<file path="config.mk">
export PLATFORM = sky130hd
export DESIGN_NAME = seg7_display_ctrl
export DESIGN_NICKNAME = d
export VERILOG_FILES = /design/src/rtl/seg7_display_ctrl.sv
export SDC_FILE = /design/constraint.sdc
export NUM_CORES = 1
export LEC_CHECK = 0
export ABC_AREA = 1
export BUFFER_PORTS_ARGS = -buffer_cell sky130_fd_sc_hd__buf_2
export CORE_ASPECT_RATIO = 0.8
export CORE_MARGIN = 3
export CORE_UTILIZATION = 25
export DETAILED_ROUTE_END_ITERATION = 6
export PLACE_DENSITY_LB_ADDON = 0.15
export SETUP_SLACK_MARGIN = 0.3
export SLEW_MARGIN = 20
export SYNTH_ARGS = -nofsm -noshare
export SYNTH_HDL_FRONTEND = slang
export SYNTH_SLANG_ARGS = --single-unit
</file>
<file path="constraint.sdc">
create_clock -name clk -period 1.9 [get_ports clk]
set_input_delay 0.285 -clock clk [delete_from_list [all_inputs] [get_ports clk]]
set_output_delay 0.285 -clock clk [all_outputs]
set_load 0.02 [all_outputs]
</file>
<file path="src/rtl/seg7_display_ctrl.sv">
// Multi-digit seven-segment display controller: holding registers, glyph decode, blink and
// registered active-low segment outputs. Define SEG7_LZB_EN to add leading-zero blanking.
module seg7_display_ctrl #(
  parameter int NUM_DIGITS = 6,
  parameter int BLINK_DIV  = 25000000
) (
  input  logic                    clk,
  input  logic                    rst,
  input  logic                    load,
  input  logic [5*NUM_DIGITS-1:0] codes,
  input  logic [NUM_DIGITS-1:0]   blink_mask,
  output logic [7*NUM_DIGITS-1:0] seg,
  output logic                    blink_phase
);

  localparam int             CNT_W   = (BLINK_DIV > 2) ? $clog2(BLINK_DIV) : 1;
  localparam logic [CNT_W-1:0] CNT_MAX = CNT_W'(BLINK_DIV - 1);
  localparam logic [4:0]     CODE_BLANK = 5'h17;

  logic [5*NUM_DIGITS-1:0] code_q;
  logic [NUM_DIGITS-1:0]   mask_q;
  logic [CNT_W-1:0]        cnt_q;
  logic                    phase_q;
  logic                    armed_q;
  logic [7*NUM_DIGITS-1:0] seg_d;
  logic [6:0]              digit;
`ifdef SEG7_LZB_EN
  logic                    leading;
`endif

  function automatic logic [6:0] decode(input logic [4:0] code);
    logic [6:0] g;
    case (code)
      5'h00: g = 7'b1000000;
      5'h01: g = 7'b1111001;
      5'h02: g = 7'b0100100;
      5'h03: g = 7'b0110000;
      5'h04: g = 7'b0011001;
      5'h05: g = 7'b0010010;
      5'h06: g = 7'b0000010;
      5'h07: g = 7'b1111000;
      5'h08: g = 7'b0000000;
      5'h09: g = 7'b0011000;
      5'h0A: g = 7'b0001000;
      5'h0B: g = 7'b0000011;
      5'h0C: g = 7'b1000110;
      5'h0D: g = 7'b0100001;
      5'h0E: g = 7'b0000110;
      5'h0F: g = 7'b0001110;
      5'h10: g = 7'b0001111;
      5'h11: g = 7'b1001011;
      5'h12: g = 7'b0101111;
      5'h17: g = 7'b1111111;
      5'h1B: g = 7'b0010000;
      default: g = 7'b0000000;
    endcase
    return g;
  endfunction

  // The blink counter stays idle after reset until the first load, so outputs hold reset values.
  always_ff @(posedge clk) begin
    // NOTE: sequential state always uses non-blocking (<=) so every register samples pre-edge values.
    if (rst) begin
      code_q  <= {NUM_DIGITS{CODE_BLANK}};
      mask_q  <= '0;
      cnt_q   <= '0;
      phase_q <= 1'b0;
      armed_q <= 1'b0;
    end else if (load) begin
      code_q  <= codes;
      mask_q  <= blink_mask;
      cnt_q   <= '0;
      phase_q <= 1'b0;
      armed_q <= 1'b1;
    end else if (armed_q) begin
      if (cnt_q == CNT_MAX) begin
        cnt_q   <= '0;
        phase_q <= ~phase_q;
      end else begin
        cnt_q <= cnt_q + 1'b1;
      end
    end
  end

  always_comb begin
    // NOTE: every combinational output gets a default first so no path leaves it unassigned (no latch).
    seg_d = '1;
    digit = '1;
`ifdef SEG7_LZB_EN
    leading = 1'b1;
`endif
    for (int i = NUM_DIGITS - 1; i >= 0; i--) begin
      digit = decode(code_q[5*i +: 5]);
`ifdef SEG7_LZB_EN
      if (code_q[5*i +: 5] != 5'h00) leading = 1'b0;
      if (leading && (i != 0)) digit = 7'h7F;
`endif
      if (phase_q && mask_q[i]) digit = 7'h7F;
      seg_d[7*i +: 7] = digit;
    end
  end

  // Segment and phase outputs share one register stage so they change on the same edge.
  always_ff @(posedge clk) begin
    if (rst) begin
      seg         <= '1;
      blink_phase <= 1'b0;
    end else begin
      seg         <= seg_d;
      blink_phase <= phase_q;
    end
  end

endmodule

</file>
==> impl_metrics.toml <==
[run_status]
status = "completed"

[critical_path]
path_max_fanout = 9
cp-start-kind = "flip-flop"
critical_path_class = "reg -> reg"
cpMaxStageDelayCell = "dfxtp_1"
max_stage_delay_ns = 0.50
end_kind = "flip-flop"
cp_common_cell = "a21oi_1"
cp.arrival_ns = 1.68
crit_family = "compound AO/OA/AOI/OAI gates"
cp.required_ns = 2.11
critical_path_buf_inv_count = 1
path_cells = "a21oi_1 > inv_1 > a21oi_1 > o21ai_0"

[sta]
max_freq_ghz = 0.682
finClkSkew_ns = 0.00924
finalSetupViolations = 0
rsz0062_at_grt = "no"
relSlewSlack_pct = 61.9
worst_pin_slew_ns = 0.571
tns_ns = 0
fin_crit_ns = 1.47
setup_slack_ns = 0.434
finalCritPeriodShare_pct = 77.2
hold_viol = 0
slew_viol_final = 0

[clock_network]
cts_tree = "built"
clkSlewWorstSetupHoldPaths_ns = 0.08
clkLatencyLatePin_ns = 0.36
cts_buffer_depth = 2
postCtsHoldBufs = 0
cts_root_buf = "clkbuf_16"
htreeDepth = 3
clock-sinks = 106
numCtsBuffers = 9

[floorplanning]
top_level_ports = 82
core_area_sq_um = 21700
die_x_um = 173
initial_core_util_pct = 25.7
die_height_um = 140
dieArea_sq_um = 24200
core.rowCount = 48

[synth]
synth_cell_type_count = 36
syn_avg_cell_area_sq_um = 7.16
ys_ff_latch = 106
syn_inst = 780
synth_nets = 856
synth_warnings = 0
netlist_area_sq_um = 5590
synth-seq-area-share_pct = 38.0

[placed_design]
pre_cts_ws_ns = 0.348
dpl-instance-area_sq_um = 6280
io_buffers = 81
gp_congestion = 0.842
dpl.hpwl_mm = 11.4

[power_and_ir_drop]
clock_power_share_pct = 36.6
internal_power_w = 0.00372
combPwrFrac_pct = 16.3
irDropWorstVdd_mv = 0.384
pwr-share-seq_pct = 47.1
p_per_area_nw_per_um2 = 800
p_leak_nw = 2.76
switching_share_pct = 29.8
p_sw_w = 0.00158

[global_routing]
overflow = 0
grt_pass1_wl_mm = 25.0
grt_pass1_vias = 4867
grt_start_max_net_pins = 32
grt_util_all_layers_pct = 12.5
grt_antenna_before_repair = 1

[worst_hold_path]
min_path_type = "in -> reg"

[route]
via_per_inst = 4.46
route.detailed.wl_per_inst_um = 12.9
drc = 0
drt_iter0_markers = 385
drt_pre_antenna_iters = 5
vias = 5166
routed_wirelength_mm = 15.0
ant_nets = 0

[final_layout]
syn_to_final_growth_pct = 18.4
antenna_cells = 0
stdcell_area_sq_um = 6610
post-route-util_pct = 30.4
final_common_cell = "nand2_1"
mostFrequentLayoutCells = "nand2_1, dfxtp_1, nor2_1, o21ai_0, buf_2"
drive_gt1_share_pct = 17.1
finalNetCount = 929

[run]
maxCapViolCount = 0
## kinds of logic (layout without fill, tap and decap cells)
family | count (synthesis) | in the layout | synth area share [%]
compound gates | 175 | 175 | 17.8
xor+xnor | 5 | 5 | 0.784
simple gates | 352 | 352 | 27.6
flops | 106 | 106 | 38.0
buf+inv | 105 | 183 | 7.55
fa+ha+maj | 37 | 37 | 8.29
## layout make-up
cell class | count | area [sq um]
Clock buffer | 10 | 229
Clock inverter | 6 | 73.8
Fill cell | 2408 | 15100
Inverter | 81 | 304
Multi-Input combinational cell | 569 | 3060
Sequential cell | 106 | 2130
Tap cell | 300 | 375
Timing Repair Buffer | 86 | 443
## worst register-to-register path: stages, from the launching register on
cell     delay [ns]
dfxtp_1        0.50
a21oi_1        0.29
inv_1          0.11
a21oi_1        0.27
o21ai_0        0.16
## final timing paths
kind | from | to | slack [ns] | cells after the start
setup / recovery | phase_q | seg[35] | 0.43 | 4
hold reg to reg | cnt_q[0] | cnt_q[0] | 0.48 | 2
setup reg to reg | phase_q | seg[35] | 0.43 | 4
hold / removal | codes[11] | code_q[11] | 0.14 | 3
## layer usage
metal	track usage, %	share of wire [%]
met1	19.0	54
met2	17.8	41
met3	2.81	4.2
met4	2.73	0.86
met5	0	0.087
## power by group through the flow
stage                     sequential [W]  combinational, W  clock (W)
after floorplan                  0.00262          0.000487          0
after detailed placement         0.00254          0.000867          0
after global placement           0.00255          0.000886          0
after global routing             0.00252          0.000979    0.00210
final                            0.00249          0.000862    0.00194
after CTS                        0.00249          0.000871    0.00203
## sequential cells by signal, summed over array words and instances (netlist names)
register	count
code_q	30
mask_q	6
blink_phase	1
cnt_q	25
seg	42
phase_q	1
armed_q	1
## per-stage QoR
stage / hold WS, ns / total power (W) / instances
6_report: 0.137 / 0.00529 / 1158
5_1_grt: 0.138 / 0.00560 / 1158
4_1_cts: 0.118 / 0.00539 / 1157
3_5_place_dp: 0.476 / 0.00341 / 1141
3_3_place_gp: 0.476 / 0.00344 / 1141
2_1_floorplan: 0.409 / 0.00311 / 780
## cell usage after synthesis
cell,count,share of area (%)
nand2_1,166,11
dfxtp_1,106,38
nor2_1,97,6.5
o21ai_0,82,7.3
inv_1,70,4.7
a21oi_1,49,4.4
nand3_1,47,4.2
ha_1,37,8.3
buf_2,13,1.2
o211ai_1,11,1.5
nor3_1,10,0.90
a31oi_1,9,1.0
nor2_4,8,1.6
clkbuf_1,7,0.47
nand2_2,7,0.78
inv_2,6,0.40
nor2_2,6,0.67
o2111ai_1,6,0.94
o221ai_1,6,0.94
o22ai_1,6,0.67
clkinv_1,5,0.34
nand4_1,4,0.45
nor3_2,4,0.72
xnor2_1,4,0.63
buf_1,2,0.13
o31ai_1,2,0.27
a21oi_2,1,0.16
buf_4,1,0.13
buf_6,1,0.20
nand3_2,1,0.18
nor3_4,1,0.29
nor3b_1,1,0.13
o21a_1,1,0.13
o21ai_1,1,0.090
o21bai_4,1,0.34
xor2_1,1,0.16
## what timing repair did
item,CTS,global route
gates resized for setup,0,11
setup endpoints to repair,0,24
endpoints found under the hold margin,0,0
buffers inserted,0,1
(Power assumes the default switching activity.)
